==> config.mk <==
export PLATFORM = sky130hd
export DESIGN_NAME = icache_port_arbiter
export DESIGN_NICKNAME = d
export VERILOG_FILES = /design/src/rtl/icache_port_arbiter.sv
export SDC_FILE = /design/constraint.sdc
export NUM_CORES = 1
export LEC_CHECK = 0
export ABC_AREA = 0
export BUFFER_PORTS_ARGS = -buffer_cell sky130_fd_sc_hd__clkbuf_2
export CAP_MARGIN = 30
export CORE_MARGIN = 5
export CORE_UTILIZATION = 35
export DETAILED_ROUTE_END_ITERATION = 10
export PLACE_DENSITY = 0.65
export SETUP_SLACK_MARGIN = 0.4
export SLEW_MARGIN = 5
export SYNTH_ARGS = -nofsm -noshare
export SYNTH_HDL_FRONTEND = slang
export SYNTH_SLANG_ARGS = --single-unit
==> constraint.sdc <==
create_clock -name clk_i -period 4.3 [get_ports clk_i]
set_clock_uncertainty 0.05 [all_clocks]
set_input_delay 0.645 -clock clk_i [delete_from_list [all_inputs] [get_ports clk_i]]
set_output_delay 0.645 -clock clk_i [all_outputs]
set_load 0.005 [all_outputs]
==> src/rtl/icache_port_arbiter.sv <==
// Arbitrates the single icache request port between fetch (primary) and the next-line prefetcher.
// Optional WAIT watchdog enabled by defining ICACHE_ARB_TIMEOUT_EN.
module icache_port_arbiter #(
    parameter int ADDR_SIZE      = 40,
    parameter int STARVE_LIMIT   = 4,
    parameter int TIMEOUT_CYCLES = 64
) (
    input  logic                  clk_i,
    input  logic                  rst_i,
    input  logic                  fetch_req_valid_i,
    input  logic [ADDR_SIZE-1:0]  fetch_req_vaddr_i,
    output logic                  fetch_req_ready_o,
    input  logic                  fetch_kill_i,
    output logic                  fetch_resp_valid_o,
    input  logic                  pf_req_valid_i,
    input  logic [ADDR_SIZE-1:0]  pf_req_vaddr_i,
    output logic                  pf_req_ready_o,
    output logic                  pf_resp_valid_o,
    input  logic                  icache_req_ready_i,
    output logic                  icache_req_valid_o,
    output logic [ADDR_SIZE-13:0] icache_req_bits_vpn_o,
    output logic [11:0]           icache_req_bits_idx_o,
    output logic                  icache_req_kill_o,
    input  logic                  icache_resp_valid_i,
    input  logic [ADDR_SIZE-1:0]  icache_resp_vaddr_i,
    output logic                  busy_o,
    output logic                  timeout_o
);

    // Handshake: a request transfers on the cycle where valid and ready are both high;
    // resp_valid and kill are single-cycle pulses with no handshake.
    typedef enum logic {S_IDLE = 1'b0, S_WAIT = 1'b1} state_t;

    localparam logic [2:0] STARVE_MAX = 3'(STARVE_LIMIT);

    state_t                 state_q, state_d;
    logic                   owner_pf_q;
    logic                   merged_q;
    logic [ADDR_SIZE-1:0]   vaddr_q;
    logic [2:0]             starve_q;

    logic                   starved, grant_pf, grant_f, idle_req, idle_fire;
    logic                   resp_match, fetch_same, wait_kill_f, preempt, merge, tmo_hit;
    logic [ADDR_SIZE-1:0]   idle_addr, out_addr;
    logic                   unused_resp_offset;

    assign unused_resp_offset = ^icache_resp_vaddr_i[3:0];

    assign starved   = (starve_q == STARVE_MAX);
    assign grant_pf  = pf_req_valid_i & (~fetch_req_valid_i | starved);
    assign grant_f   = fetch_req_valid_i & ~grant_pf;
    // A flushed fetch never reaches the icache, even if it would have won.
    assign idle_req  = grant_pf | (grant_f & ~fetch_kill_i);
    assign idle_fire = (state_q == S_IDLE) & idle_req & icache_req_ready_i;
    assign idle_addr = grant_pf ? pf_req_vaddr_i :
                       (grant_f ? fetch_req_vaddr_i : '0);

    // Line granularity is 16 bytes, so the low nibble never takes part in a match.
    assign resp_match  = icache_resp_valid_i &
                         (icache_resp_vaddr_i[ADDR_SIZE-1:4] == vaddr_q[ADDR_SIZE-1:4]);
    assign fetch_same  = (fetch_req_vaddr_i[ADDR_SIZE-1:4] == vaddr_q[ADDR_SIZE-1:4]);
    assign wait_kill_f = ~owner_pf_q & fetch_kill_i;
    assign preempt     = owner_pf_q & fetch_req_valid_i & ~fetch_same;
    assign merge       = owner_pf_q & fetch_req_valid_i & fetch_same & ~merged_q & ~fetch_kill_i;

`ifdef ICACHE_ARB_TIMEOUT_EN
    localparam int TMO_W = $clog2(TIMEOUT_CYCLES + 1);
    localparam logic [TMO_W-1:0] TMO_LAST = TMO_W'(TIMEOUT_CYCLES - 1);

    logic [TMO_W-1:0] tmo_cnt_q;
    logic             timeout_q;

    assign tmo_hit   = (state_q == S_WAIT) & (tmo_cnt_q == TMO_LAST);
    assign timeout_o = timeout_q;

    always_ff @(posedge clk_i or posedge rst_i) begin
        if (rst_i) begin
            tmo_cnt_q <= '0;
            timeout_q <= 1'b0;
        end else begin
            if (idle_fire) begin
                tmo_cnt_q <= '0;
            end else if (state_q == S_WAIT && !tmo_hit) begin
                tmo_cnt_q <= tmo_cnt_q + 1'b1;
            end
            if (tmo_hit && !resp_match) begin
                timeout_q <= 1'b1;
            end
        end
    end
`else
    localparam bit unused_timeout_cycles = (TIMEOUT_CYCLES > 0);
    assign tmo_hit   = 1'b0;
    assign timeout_o = 1'b0;
`endif

    always_ff @(posedge clk_i or posedge rst_i) begin
        if (rst_i) begin
            state_q    <= S_IDLE;
            owner_pf_q <= 1'b0;
            merged_q   <= 1'b0;
            vaddr_q    <= '0;
            starve_q   <= '0;
        end else begin
            state_q <= state_d;
            if (idle_fire) begin
                owner_pf_q <= grant_pf;
                vaddr_q    <= idle_addr;
                merged_q   <= 1'b0;
            end else if (state_q == S_WAIT) begin
                if (state_d == S_IDLE) begin
                    merged_q <= 1'b0;
                end else if (merge) begin
                    merged_q <= 1'b1;
                end else if (merged_q && fetch_kill_i) begin
                    merged_q <= 1'b0;
                end
            end
            if (!pf_req_valid_i) begin
                starve_q <= '0;
            end else if (idle_fire) begin
                if (grant_pf) begin
                    starve_q <= '0;
                end else if (!starved) begin
                    starve_q <= starve_q + 1'b1;
                end
            end
        end
    end

    always_comb begin
        state_d = state_q;
        case (state_q)
            S_IDLE:  if (idle_fire) state_d = S_WAIT;
            S_WAIT:  if (resp_match || tmo_hit || wait_kill_f || preempt) state_d = S_IDLE;
            default: state_d = S_IDLE;
        endcase
    end

    always_comb begin
        fetch_req_ready_o  = 1'b0;
        pf_req_ready_o     = 1'b0;
        fetch_resp_valid_o = 1'b0;
        pf_resp_valid_o    = 1'b0;
        icache_req_valid_o = 1'b0;
        icache_req_kill_o  = 1'b0;
        busy_o             = 1'b0;
        out_addr           = idle_addr;
        if (state_q == S_IDLE) begin
            icache_req_valid_o = idle_req;
            fetch_req_ready_o  = grant_f & ~fetch_kill_i & icache_req_ready_i;
            pf_req_ready_o     = grant_pf & icache_req_ready_i;
        end else begin
            busy_o   = 1'b1;
            out_addr = vaddr_q;
            if (resp_match) begin
                fetch_resp_valid_o = ~owner_pf_q | merged_q;
                pf_resp_valid_o    = owner_pf_q;
            end else if (tmo_hit || wait_kill_f || preempt) begin
                icache_req_kill_o = 1'b1;
            end else if (merge) begin
                fetch_req_ready_o = 1'b1;
            end
        end
        icache_req_bits_vpn_o = out_addr[ADDR_SIZE-1:12];
        icache_req_bits_idx_o = out_addr[11:0];
    end

endmodule

==> impl_summary.log <==
INFO  metric run_status = complete, no violations
INFO  metric grt_remaining_overflow = 0
INFO  metric die_height = 113 um
INFO  metric clock_slew_at_reported_path_ffs = 100 ps
INFO  metric detailedRoute.firstIterationViolations = 282
INFO  metric synth-seq-area-share = between 30% and 40%
INFO  metric cts_inserted_buffers = 5
INFO  metric cts_max_path_buffers = 2
INFO  metric cp_data_arrival_time = ~2400 ps
INFO  metric synth.cell_area = 3690 um2
INFO  metric global_route_wire_length_before_repair = 20200 um
INFO  metric final-max-slew-violation-count = 0
INFO  metric gp_congestion = approximately 0.9
INFO  metric boundaryPins = 175
INFO  metric detail_route.vias_per_cell = approximately 5.1
INFO  metric shortest_clock_period_the_worst_path_allows_after_layout = 3130 ps
INFO  metric total_number_of_vias = 3906
INFO  metric layout_common_cells = clkbuf_2, nand2_1, xnor2_1, dfrtp_1, o21ai_1
INFO  metric setup_tns = 0 ps
INFO  metric max-cap-violations = 0
INFO  metric post_cts_hold_buffer_count = 0
INFO  metric drive_gt1_share = 33.8%
INFO  metric drt_wl_total = approximately 13000 um
INFO  metric maximum_number_of_pins_on_one_net_before_global_route_repair = 45
INFO  metric grt_pass1_vias = 3923
INFO  metric die_area = 12700 um2
INFO  metric core_region_area = 10300 um2
INFO  metric tritoncts = built
INFO  metric layout_commonest_cell = clkbuf_2
INFO  metric port-buffer-count = 169
INFO  metric rsz0062_at_grt = false
INFO  metric synthCells = around 480
INFO  metric fp-row-count = 37
INFO  metric yosys.cell_types.count = 40
INFO  metric synth_warnings = 0
INFO  metric worstPathRequired = 3610 ps
INFO  metric number_of_remaining_drc_errors = 0
INFO  metric placement.setup.worst_slack = 1320 ps
INFO  metric worst-path-max-fanout = between 40 and 50
INFO  metric total_power = 1.68 mW
INFO  metric syn_area_per_cell = 7.65 um2
INFO  metric nFillCells = between 1000 and 1500
INFO  metric hpwlAfterDp = just over 10000 um
INFO  metric dr.pass1.iters = 4
INFO  metric antenna_found_initial = 0
INFO  metric post-cts-setup-buffers = 0
INFO  metric cts_root_buffer = clkbuf_8
INFO  metric htree_num_levels = 2
INFO  metric setup_cp_type = reg2out
INFO  metric detail-route-antenna-nets = 0
INFO  metric setup_ws = ~1200 ps
INFO  metric ff_latch_area = 1150 um2
INFO  metric timing.max_slew.rel_slack = between 40 and 50%
INFO  metric area_delta_synth_final = 28.7%
INFO  metric worstSetupStartpointType = flop
INFO  metric timing_worst_slew_pin_value = around 800 ps
INFO  metric worst_ir_drop_vdd = 0.000139 V
INFO  metric initial_core_util = between 30% and 40%
INFO  metric wl_per_cell = 16.8 um
INFO  metric finalHoldViolations = 0
INFO  metric track_usage = 19.8%
INFO  metric f_max = 320 MHz
INFO  metric nets = 764
INFO  metric min_period_over_period = between 70% and 80%
INFO  metric die_x = ~110 um
INFO  metric antenna-diode-count = 0
INFO  metric worst_skew_pair.late_latency = 300 ps
INFO  metric multi_input_area = between 2000 and 2500 um2
INFO  metric final-setup-viol-count = 0
INFO  metric power_density = 353 nW/um2
INFO  metric cts_sink_count = between 40 and 50
INFO  metric endpoint_kind = output pin
INFO  metric leakage_power = between 2 and 2.5 nW
INFO  metric seq_cells_post_synth = 46
INFO  metric syn-num-nets = roughly 610
INFO  metric ctsResizeCount = 0
INFO  metric hold_path.class = in2async
-- synthesized netlist by cell type --
library cell,instances,area [um2]
a21oi_1,31,155
nand4_1,14,87.6
nand3_1,9,45.0
o21ai_0,2,10.0
nor4_2,1,12.5
a21oi_2,1,8.76
nor4_1,5,31.3
inv_2,1,3.75
a21o_1,1,7.51
nor2b_1,3,18.8
and3_1,18,113
o21ai_1,39,195
a311oi_1,1,8.76
a21boi_1,1,7.51
a31oi_1,9,56.3
nor2_1,24,90.1
dfrtp_1,46,1150
nor3b_1,1,7.51
nand2b_1,1,6.26
o21a_1,1,7.51
nor4_4,1,21.3
nand2b_4,1,13.8
and2_1,1,6.26
nand2_1,133,499
nor4b_1,1,8.76
inv_1,3,11.3
buf_2,16,80.1
ha_1,2,25.0
clkbuf_1,12,45.0
o32ai_1,1,8.76
a21boi_2,1,11.3
nor3_2,2,20.0
xor2_1,15,131
mux2i_1,1,10.0
buf_4,2,15.0
nor3_1,1,5.00
mux2_2,22,248
conb_1,1,3.75
xnor2_1,57,499
a22oi_1,1,7.51
-- cells by family after synthesis --
kind of cell,count (synthesis),synth area share (%)
buffers and inverters,34,4.20
adders and majority gates,2,0.677
xor gates and xnor gates,72,17.1
AOI/OAI and AO/OA,89,13.1
DFF,46,31.2
other,1,0.102
and+or+nand+nor,216,26.7
muxes,23,6.98
-- per-layer routing --
| layer | vias to the layer above | track usage, % | wire [um] |
|---|---|---|---|
| met5 | - | 0 | 0 |
| met4 | 0 | 6.41 | 257 |
| met3 | 20 | 3.48 | 801 |
| met2 | 168 | 31.8 | 6010 |
| met1 | 1784 | 26.9 | 5910 |
| li1 | 1934 | - | - |
-- worst max-delay path, stage by stage, from the launching register on --
cell and delay, ps:
dfrtp_1 420, inv_1 90, ha_1 190, a21boi_2 120
nor2b_4 470, buf_12 280, o21ai_1 120, mux2_2 290
clkbuf_2 120
-- state kept, by name, indices dropped and copies added, names as in the netlist --
signal and cells:
vaddr_q 40, starve_q 3, merged_q 1, owner_pf_q 1, state_q 1
-- metrics by stage --
stage               instances  hold slack (ps)  instance area (um2)  util, %
floorplan                 483              467                 3690        -
global placement          762              482                 4620     44.8
detailed placement        764              498                 4660     45.1
CTS                       772              206                 4750     46.0
global route              772              219                 4750     46.0
finish                    772              205                 4750     46.0
-- cell type report --
cell class,count,area share [%]
Sequential cell,46,24.2
Inverter,4,0.316
Multi-Input combinational cell,403,50.4
Tap cell,136,3.58
Clock inverter,1,0.105
Clock buffer,7,1.82
Timing Repair Buffer,175,19.5
-- power by group --
part	internal [mW]	switching [mW]
clock	0.130	0.155
combinational	0.354	0.384
sequential	0.527	0.127
-- final timing paths --
kind / start / to / slack (ps) / cells past startpoint
setup / recovery: starve_q[0]$_DFFE_PP0P_ / icache_req_bits_vpn_o[19] / 1170 / 8
hold / removal: rst_i / vaddr_q[10]$_DFFE_PP0N_ / 200 / 2
setup reg to reg: state_q$_DFF_PP0_ / starve_q[2]$_DFFE_PP0P_ / 1660 / 7
hold reg to reg: vaddr_q[0]$_DFFE_PP0N_ / vaddr_q[0]$_DFFE_PP0N_ / 510 / 2
max in group asynchronous: rst_i / vaddr_q[28]$_DFFE_PP0N_ / 3510 / 3
min in group clk_i: vaddr_q[0]$_DFFE_PP0N_ / vaddr_q[0]$_DFFE_PP0N_ / 510 / 2
No activity file was read; power rests on OpenSTA's default activity.
